--- config.mk ---
export PLATFORM = sky130hd
export DESIGN_NAME = lcd_driver
export DESIGN_NICKNAME = d
export VERILOG_FILES = /design/src/rtl/lcd_pkg.sv /design/src/rtl/lcd_timer.sv /design/src/rtl/lcd_driver.sv
export SDC_FILE = /design/constraint.sdc
export NUM_CORES = 1
export LEC_CHECK = 0
export BUFFER_PORTS_ARGS = -buffer_cell sky130_fd_sc_hd__buf_2
export CAP_MARGIN = 15
export CORE_MARGIN = 5
export CORE_UTILIZATION = 35
export CTS_BUF_LIST = sky130_fd_sc_hd__clkbuf_8
export DETAILED_ROUTE_END_ITERATION = 8
export SYNTH_ARGS = -nofsm -noshare
export SYNTH_HDL_FRONTEND = slang
export SYNTH_SLANG_ARGS = --single-unit
--- constraint.sdc ---
create_clock -name clk_i -period 2.5 [get_ports clk_i]
set_clock_uncertainty 0.05 [all_clocks]
set_input_delay 0.5 -clock clk_i [delete_from_list [all_inputs] [get_ports clk_i]]
set_output_delay 0.5 -clock clk_i [all_outputs]
set_load 0.1 [all_outputs]
--- src/rtl/lcd_pkg.sv ---
`default_nettype none
// ============================================================================
//  Module      : lcd_pkg
//  Description : Shared types and constants for the HD44780 LCD driver:
//                controller state encoding, power-up init sequence bytes,
//                long-execution (clear/home) opcodes and small constant
//                helper functions used to size the wait counter.
//  Revision    : 1.0  initial release
// ============================================================================
package lcd_pkg;

    // Controller states, explicit 3-bit encoding
    typedef enum logic [2:0] {
        ST_PWR_WAIT = 3'd0,
        ST_IDLE     = 3'd1,
        ST_SETUP    = 3'd2,
        ST_ENABLE   = 3'd3,
        ST_HOLD     = 3'd4,
        ST_EXEC     = 3'd5
    } lcd_state_t;

    // Power-up init sequence, issued with RS=0 in this order
    localparam logic [7:0] c_INIT_FUNC_SET = 8'h38;  // 8-bit bus, 2 lines, 5x8 font
    localparam logic [7:0] c_INIT_DISP_ON  = 8'h0C;  // display on, cursor off
    localparam logic [7:0] c_INIT_CLEAR    = 8'h01;  // clear display
    localparam logic [7:0] c_INIT_ENTRY    = 8'h06;  // increment, no shift

    // Instructions that need the long execute wait (RS=0 only)
    localparam logic [7:0] c_OP_CLEAR      = 8'h01;
    localparam logic [7:0] c_OP_HOME       = 8'h02;
    localparam logic [7:0] c_OP_HOME_ALT   = 8'h03;  // home, low bit is don't-care

    function automatic logic [7:0] init_byte(input logic [1:0] idx);
        logic [7:0] v;
        case (idx)
            2'd0:    v = c_INIT_FUNC_SET;
            2'd1:    v = c_INIT_DISP_ON;
            2'd2:    v = c_INIT_CLEAR;
            default: v = c_INIT_ENTRY;
        endcase
        return v;
    endfunction

    function automatic logic is_long_cmd(input logic rs, input logic [7:0] data);
        return !rs && ((data == c_OP_CLEAR) || (data == c_OP_HOME) ||
                       (data == c_OP_HOME_ALT));
    endfunction

    // A zero-length wait still has to occupy one cycle of its state
    function automatic int unsigned at_least_one(input int unsigned v);
        return (v == 0) ? 1 : v;
    endfunction

    function automatic int unsigned max_u(input int unsigned a, input int unsigned b);
        return (a > b) ? a : b;
    endfunction

endpackage
`default_nettype wire

--- src/rtl/lcd_timer.sv ---
`default_nettype none
// ============================================================================
//  Module      : lcd_timer
//  Description : Loadable down-counter shared by every wait of the LCD
//                driver. Loading value N-1 makes o_done assert in the N-th
//                cycle after the load, so a state guarded by o_done lasts
//                exactly N cycles.
//  Ports       : clk        clock
//                rst        synchronous active-high reset (loads RST_VAL)
//                i_load     load i_load_val this cycle
//                i_load_val value to load
//                o_done     count has reached zero
//  Revision    : 1.0  initial release
// ============================================================================
module lcd_timer #(
    parameter int unsigned      WIDTH   = 1,
    parameter logic [WIDTH-1:0] RST_VAL = '0
) (
    input  logic             clk,
    input  logic             rst,
    input  logic             i_load,
    input  logic [WIDTH-1:0] i_load_val,
    output logic             o_done
);

    logic [WIDTH-1:0] r_count;

    always_ff @(posedge clk) begin
        if (rst) begin
            r_count <= RST_VAL;
        end else if (i_load) begin
            r_count <= i_load_val;
        end else if (r_count != '0) begin
            r_count <= r_count - WIDTH'(1);
        end
    end

    assign o_done = (r_count == '0);

endmodule
`default_nettype wire

--- src/rtl/lcd_driver.sv ---
`default_nettype none
// ============================================================================
//  Module      : lcd_driver
//  Description : Write-only HD44780 driver behind a 32-bit CPU register.
//                Waits out panel power-up, runs the init sequence, then
//                issues one command per toggle of the GO bit with
//                setup / enable / hold / execute timing. One command can be
//                queued; further toggles while it waits are dropped.
//  Ports       : clk_i       clock, rising edge
//                rst_i       synchronous active-high reset
//                io_lcd_i    [31] ON, [10] RS, [8] GO toggle, [7:0] DATA
//                lcd_on_o    panel power/backlight
//                lcd_en_o    enable strobe
//                lcd_rs_o    register select
//                lcd_rw_o    read/write, tied to write
//                lcd_data_o  data bus
//                busy_o      initialising, transferring or command queued
//                overrun_o   one-cycle pulse when a command is dropped
//  Revision    : 1.0  initial release
// ============================================================================
module lcd_driver
    import lcd_pkg::*;
#(
    parameter int unsigned T_PWR   = 750000,
    parameter int unsigned T_SETUP = 2,
    parameter int unsigned T_EN    = 12,
    parameter int unsigned T_HOLD  = 2,
    parameter int unsigned T_EXEC  = 1850,
    parameter int unsigned T_CLEAR = 76000
) (
    input  logic        clk_i,
    input  logic        rst_i,
    input  logic [31:0] io_lcd_i,
    output logic        lcd_on_o,
    output logic        lcd_en_o,
    output logic        lcd_rs_o,
    output logic        lcd_rw_o,
    output logic [7:0]  lcd_data_o,
    output logic        busy_o,
    output logic        overrun_o
);

    localparam int unsigned c_N_PWR   = at_least_one(T_PWR);
    localparam int unsigned c_N_SETUP = at_least_one(T_SETUP);
    localparam int unsigned c_N_EN    = at_least_one(T_EN);
    localparam int unsigned c_N_HOLD  = at_least_one(T_HOLD);
    localparam int unsigned c_N_EXEC  = at_least_one(T_EXEC);
    localparam int unsigned c_N_CLEAR = at_least_one(T_CLEAR);
    localparam int unsigned c_N_MAX   = max_u(max_u(max_u(c_N_PWR, c_N_SETUP),
                                                    max_u(c_N_EN, c_N_HOLD)),
                                              max_u(c_N_EXEC, c_N_CLEAR));
    // Counter holds N-1 at most, so clog2(N) bits are enough
    localparam int          c_CNT_W   = (c_N_MAX > 1) ? $clog2(c_N_MAX) : 1;

    localparam logic [c_CNT_W-1:0] c_LD_PWR   = c_CNT_W'(c_N_PWR   - 1);
    localparam logic [c_CNT_W-1:0] c_LD_SETUP = c_CNT_W'(c_N_SETUP - 1);
    localparam logic [c_CNT_W-1:0] c_LD_EN    = c_CNT_W'(c_N_EN    - 1);
    localparam logic [c_CNT_W-1:0] c_LD_HOLD  = c_CNT_W'(c_N_HOLD  - 1);
    localparam logic [c_CNT_W-1:0] c_LD_EXEC  = c_CNT_W'(c_N_EXEC  - 1);
    localparam logic [c_CNT_W-1:0] c_LD_CLEAR = c_CNT_W'(c_N_CLEAR - 1);

    lcd_state_t         r_state;
    lcd_state_t         w_state_nxt;

    logic               r_rs;
    logic [7:0]         r_data;
    logic               r_en;
    logic               r_busy;
    logic               r_overrun;
    logic               r_on;
    logic               r_go_prev;
    logic               r_pend_valid;
    logic               r_pend_rs;
    logic [7:0]         r_pend_data;
    logic [1:0]         r_init_idx;
    logic               r_in_init;

    logic               w_rs_nxt;
    logic [7:0]         w_data_nxt;
    logic [1:0]         w_init_idx_nxt;
    logic               w_in_init_nxt;
    logic               w_pop;
    logic               w_detect;
    logic               w_capture;
    logic               w_pend_valid_nxt;
    logic               w_overrun_nxt;
    logic               w_tmr_load;
    logic [c_CNT_W-1:0] w_tmr_val;
    logic               w_tmr_done;
    logic               w_unused_bits;

    assign w_unused_bits = ^{io_lcd_i[30:11], io_lcd_i[9]};

    lcd_timer #(
        .WIDTH   (c_CNT_W),
        .RST_VAL (c_LD_PWR)
    ) u_timer (
        .clk        (clk_i),
        .rst        (rst_i),
        .i_load     (w_tmr_load),
        .i_load_val (w_tmr_val),
        .o_done     (w_tmr_done)
    );

    // ------------------------------------------------------------------
    // Next state, timer reload and output-register loads
    // ------------------------------------------------------------------
    always_comb begin
        w_state_nxt    = r_state;
        w_tmr_load     = 1'b0;
        w_tmr_val      = c_LD_PWR;
        w_pop          = 1'b0;
        w_rs_nxt       = r_rs;
        w_data_nxt     = r_data;
        w_init_idx_nxt = r_init_idx;
        w_in_init_nxt  = r_in_init;

        case (r_state)
            ST_PWR_WAIT: begin
                if (w_tmr_done) begin
                    w_state_nxt    = ST_SETUP;
                    w_tmr_load     = 1'b1;
                    w_tmr_val      = c_LD_SETUP;
                    w_rs_nxt       = 1'b0;
                    w_data_nxt     = init_byte(2'd0);
                    w_init_idx_nxt = 2'd0;
                    w_in_init_nxt  = 1'b1;
                end
            end
            ST_IDLE: begin
                if (r_pend_valid) begin
                    w_pop       = 1'b1;
                    w_state_nxt = ST_SETUP;
                    w_tmr_load  = 1'b1;
                    w_tmr_val   = c_LD_SETUP;
                    w_rs_nxt    = r_pend_rs;
                    w_data_nxt  = r_pend_data;
                end
            end
            ST_SETUP: begin
                if (w_tmr_done) begin
                    w_state_nxt = ST_ENABLE;
                    w_tmr_load  = 1'b1;
                    w_tmr_val   = c_LD_EN;
                end
            end
            ST_ENABLE: begin
                if (w_tmr_done) begin
                    w_state_nxt = ST_HOLD;
                    w_tmr_load  = 1'b1;
                    w_tmr_val   = c_LD_HOLD;
                end
            end
            ST_HOLD: begin
                if (w_tmr_done) begin
                    w_state_nxt = ST_EXEC;
                    w_tmr_load  = 1'b1;
                    w_tmr_val   = is_long_cmd(r_rs, r_data) ? c_LD_CLEAR : c_LD_EXEC;
                end
            end
            ST_EXEC: begin
                if (w_tmr_done) begin
                    if (r_in_init && (r_init_idx != 2'd3)) begin
                        // Init steps chain straight into the next SETUP
                        w_state_nxt    = ST_SETUP;
                        w_tmr_load     = 1'b1;
                        w_tmr_val      = c_LD_SETUP;
                        w_rs_nxt       = 1'b0;
                        w_data_nxt     = init_byte(r_init_idx + 2'd1);
                        w_init_idx_nxt = r_init_idx + 2'd1;
                    end else begin
                        w_state_nxt   = ST_IDLE;
                        w_in_init_nxt = 1'b0;
                    end
                end
            end
            default: begin
                w_state_nxt = ST_PWR_WAIT;
                w_tmr_load  = 1'b1;
                w_tmr_val   = c_LD_PWR;
            end
        endcase
    end

    // ------------------------------------------------------------------
    // GO-toggle detection and the single pending slot. A pop in the same
    // cycle frees the slot, so a simultaneous detection is kept.
    // ------------------------------------------------------------------
    always_comb begin
        w_detect         = io_lcd_i[8] ^ r_go_prev;
        w_pend_valid_nxt = r_pend_valid & ~w_pop;
        w_capture        = 1'b0;
        w_overrun_nxt    = 1'b0;
        if (w_detect) begin
            if (w_pend_valid_nxt) begin
                w_overrun_nxt = 1'b1;
            end else begin
                w_capture        = 1'b1;
                w_pend_valid_nxt = 1'b1;
            end
        end
    end

    always_ff @(posedge clk_i) begin
        if (rst_i) begin
            r_state <= ST_PWR_WAIT;
        end else begin
            r_state <= w_state_nxt;
        end
    end

    // Outputs are registered from next-state values so each output flop
    // matches the state it belongs to, with no decode glitch on EN.
    always_ff @(posedge clk_i) begin
        if (rst_i) begin
            r_rs         <= 1'b0;
            r_data       <= 8'h00;
            r_en         <= 1'b0;
            r_busy       <= 1'b1;
            r_overrun    <= 1'b0;
            r_on         <= 1'b0;
            r_go_prev    <= 1'b0;
            r_pend_valid <= 1'b0;
            r_pend_rs    <= 1'b0;
            r_pend_data  <= 8'h00;
            r_init_idx   <= 2'd0;
            r_in_init    <= 1'b0;
        end else begin
            r_rs         <= w_rs_nxt;
            r_data       <= w_data_nxt;
            r_en         <= (w_state_nxt == ST_ENABLE);
            r_busy       <= !((w_state_nxt == ST_IDLE) && !w_pend_valid_nxt);
            r_overrun    <= w_overrun_nxt;
            r_on         <= io_lcd_i[31];
            r_go_prev    <= io_lcd_i[8];
            r_pend_valid <= w_pend_valid_nxt;
            r_init_idx   <= w_init_idx_nxt;
            r_in_init    <= w_in_init_nxt;
            if (w_capture) begin
                r_pend_rs   <= io_lcd_i[10];
                r_pend_data <= io_lcd_i[7:0];
            end
        end
    end

    assign lcd_on_o   = r_on;
    assign lcd_en_o   = r_en;
    assign lcd_rs_o   = r_rs;
    assign lcd_rw_o   = 1'b0;
    assign lcd_data_o = r_data;
    assign busy_o     = r_busy;
    assign overrun_o  = r_overrun;

endmodule
`default_nettype wire

==> impl_metrics.env <==
export IMPL_ctsResizeCount=0
export IMPL_num_nets_final=406
export IMPL_detail_route_vias_per_cell=5.39
export IMPL_drtIter0Drc=254
export IMPL_route_detailed_drc=0
export IMPL_postRouteAntennaNets=0
export IMPL_holdPathEnd="lcd_on_o$_SDFF_PP0_"
export IMPL_slew_viol_final=0
export IMPL_min_period_ns=2.28
export IMPL_clkTransAtPathRegs_ns=0.09
export IMPL_synth_most_common_cell="dfxtp_1"
export IMPL_antenna_found_initial=0
export IMPL_crit_fanout=13
export IMPL_tns_ns=0
export IMPL_drive_gt1_frac=0.220
export IMPL_grt_first_pass_wirelength_um=11900
export IMPL_grt_pass1_vias=2442
export IMPL_whs_ns=0.356
export IMPL_placed_area_mm2=0.00314
export IMPL_worstHoldPathCells=2
export IMPL_critPathKind="reg -> reg"
export IMPL_rrSetupSlack_ns=0.22
export IMPL_cts_buffers=5
export IMPL_synth_cells=329
export IMPL_clock_sinks=50
export IMPL_netlist_area_mm2=0.00281
export IMPL_place_ws_ns=0.187
export IMPL_setup_worst_path_start="u_timer.r_count[0]$_SDFFE_PP1P_"
export IMPL_yosysWarnings=0
export IMPL_start_kind="register"
export IMPL_worst_slew_pin_slew_ns=0.562
export IMPL_initial_utilization=0.361
export IMPL_status="finished clean"
export IMPL_end_kind="register"
export IMPL_timing_rr_start="u_timer.r_count[0]$_SDFFE_PP1P_"
export IMPL_hold_path_class="in -> reg"
export IMPL_synth_edf_count=0
export IMPL_tritoncts="done"
export IMPL_io_buffer_count=25
export IMPL_synth_area_leaders="dfxtp_1, mux2i_1, nor2_1"
export IMPL_r2r_cells=8
export IMPL_crit_arrival_ns=2.40
export IMPL_synth_seq_cells=50
export IMPL_p_leak_nw=1.30
export IMPL_cts_root_buf="clkbuf_8"
export IMPL_min_delay_start="io_lcd_i[31]"
export IMPL_r2r_end="u_timer.r_count[5]$_SDFFE_PP1P_"
export IMPL_synth_top_area_share=0.357
export IMPL_rsz0062_at_grt="false"
export IMPL_diodes=0
export IMPL_power_density_mw_per_mm2=501
export IMPL_dieArea_mm2=0.00991
export IMPL_cap_violations=0
export IMPL_syn_num_nets=368
export IMPL_holdBufCountCts=0
export IMPL_ir_drop_uv=263
export IMPL_die_y_um=99.5
export IMPL_syn_area_per_cell_um2=8.53
export IMPL_clk_latency_ns=0.31
export IMPL_wl_um=7100
export IMPL_firstDrtPassIters=4
export IMPL_crit_required_ns=2.62
export IMPL_routabilityCongestion=0.867
export IMPL_dieWidth_um=99.5
export IMPL_seq_area_frac_synth=0.357
export IMPL_area_growth_pct=17.7
export IMPL_postLayoutSetupSlackWorst_ns=0.219
export IMPL_cts_buffer_depth=2
export IMPL_ys_flop_type="dfxtp_1"
export IMPL_fillers=807
export IMPL_setup_viol=0
export IMPL_hold_viol=0
export IMPL_cts_setup_buffers=0
export IMPL_grt_max_degree=27
export IMPL_synth_largest_area_cell="dfxtp_1"
export IMPL_routed_via_count=2531
export IMPL_post_drt_wl_per_cell_um=15.1
export IMPL_ys_async_sr_fraction=0
export IMPL_rows=32
export IMPL_final_cell_area_mm2=0.00330
export IMPL_grt_ovfl_total=0
export IMPL_place_hpwl_um=5270
export IMPL_ys_types=61
export IMPL_ios=48
export IMPL_post_route_period_util=0.912
export IMPL_synth_common_cells="dfxtp_1, nor2_1, a21oi_1, nand3_1"
export IMPL_fmaxAchievable_ghz=0.438
export IMPL_grt_usage=0.146
export IMPL_htreeDepth=2
export IMPL_core_mm2=0.00777
export IMPL_slew_headroom=0.624
[power breakdown]
| group | internal (mW) | switching, mW | total, mW |
|---|---|---|---|
| combinational | 0.0479 | 0.0690 | 0.117 |
| clock | 0.427 | 0.281 | 0.708 |
| sequential | 0.815 | 0.0147 | 0.830 |
[cell type report]
cell class | count | area, µm² | area share
multi-input combinational | 248 | 1660 | 0.504
sequential | 50 | 1000 | 0.303
timing repair buffer | 52 | 328 | 0.0993
tap | 102 | 128 | 0.0387
clock buffer | 6 | 82.6 | 0.0250
clock inverter | 2 | 60.1 | 0.0182
inverter | 10 | 37.5 | 0.0114
[worst max-delay path: stages (launching register included)]
cell	delay, ns
dfxtp_1	0.33
inv_1	0.07
ha_1	0.25
nor4b_4	0.28
and4_1	0.25
buf_4	0.21
nand3_1	0.11
a2111oi_2	0.47
o32ai_1	0.13
[placed cells by master (no fill, tap or decap), drive strengths merged, types with 4 or more instances in the layout]
cell type,count
a21boi,7
a21oi,18
a221oi,4
a22oi,4
a31oi,6
buf,52
clkbuf,6
dfxtp,50
ha,5
inv,10
mux2i,15
nand2,16
nand2b,5
nand3,16
nand4,4
nor2,35
nor2b,7
nor3,13
nor4,7
o21ai,15
o22ai,5
or2,6
or3,5
xnor2,6
xor2,7
[stage by stage]
| step | instances | power [mW] | util |
|---|---|---|---|
| after floorplan | 329 | 0.929 | - |
| final | 470 | 1.66 | 0.425 |
| after global routing | 470 | 1.72 | 0.425 |
| after CTS | 470 | 1.67 | 0.423 |
| after global placement | 462 | 0.963 | 0.404 |
| after detailed placement | 462 | 0.966 | 0.404 |
[kinds of logic after synthesis]
group                    Yosys count  share of synthesized area
AO/OA/AOI/OAI                     84                      0.205
XOR/XNOR                          13                     0.0406
adder cells (fa/ha/maj)            5                     0.0223
buffers and inverters             31                     0.0558
flip-flops                        50                      0.357
multiplexers                      15                     0.0535
other                              1                    0.00134
AND/OR/NAND/NOR                  130                      0.264
[metal layers]
layer | global-route usage | up-vias | routed length, µm
li1 | - | 1268 | -
met1 | 0.207 | 1196 | 3480
met2 | 0.231 | 59 | 3240
met3 | 0.0281 | 8 | 320
met4 | 0.0305 | 0 | 64
met5 | 0 | - | 0
[worst max path at each step]
stage	slack [ns]	cells past startpoint	end
final	0.22	8	u_timer.r_count[5]$_SDFFE_PP1P_
after global routing	0.02	8	u_timer.r_count[5]$_SDFFE_PP1P_
after CTS	0.16	8	u_timer.r_count[5]$_SDFFE_PP1P_
after detailed placement	0.19	8	lcd_data_o[5]$_SDFFE_PP0P_
after global placement	0.19	8	u_timer.r_count[5]$_SDFFE_PP1P_
after floorplan	0.36	5	u_timer.r_count[13]$_SDFFE_PP1P_
[registers in the layout, summed over array words and instances (netlist names)]
register / count
lcd_en_o: 1
lcd_data_o: 8
r_pend_valid: 1
overrun_o: 1
lcd_rs_o: 1
r_go_prev: 1
r_state: 3
busy_o: 1
lcd_on_o: 1
r_pend_data: 8
r_in_init: 1
r_init_idx: 2
u_timer.r_count: 20
r_pend_rs: 1
Note: power is estimated with default switching activity, not from simulation.
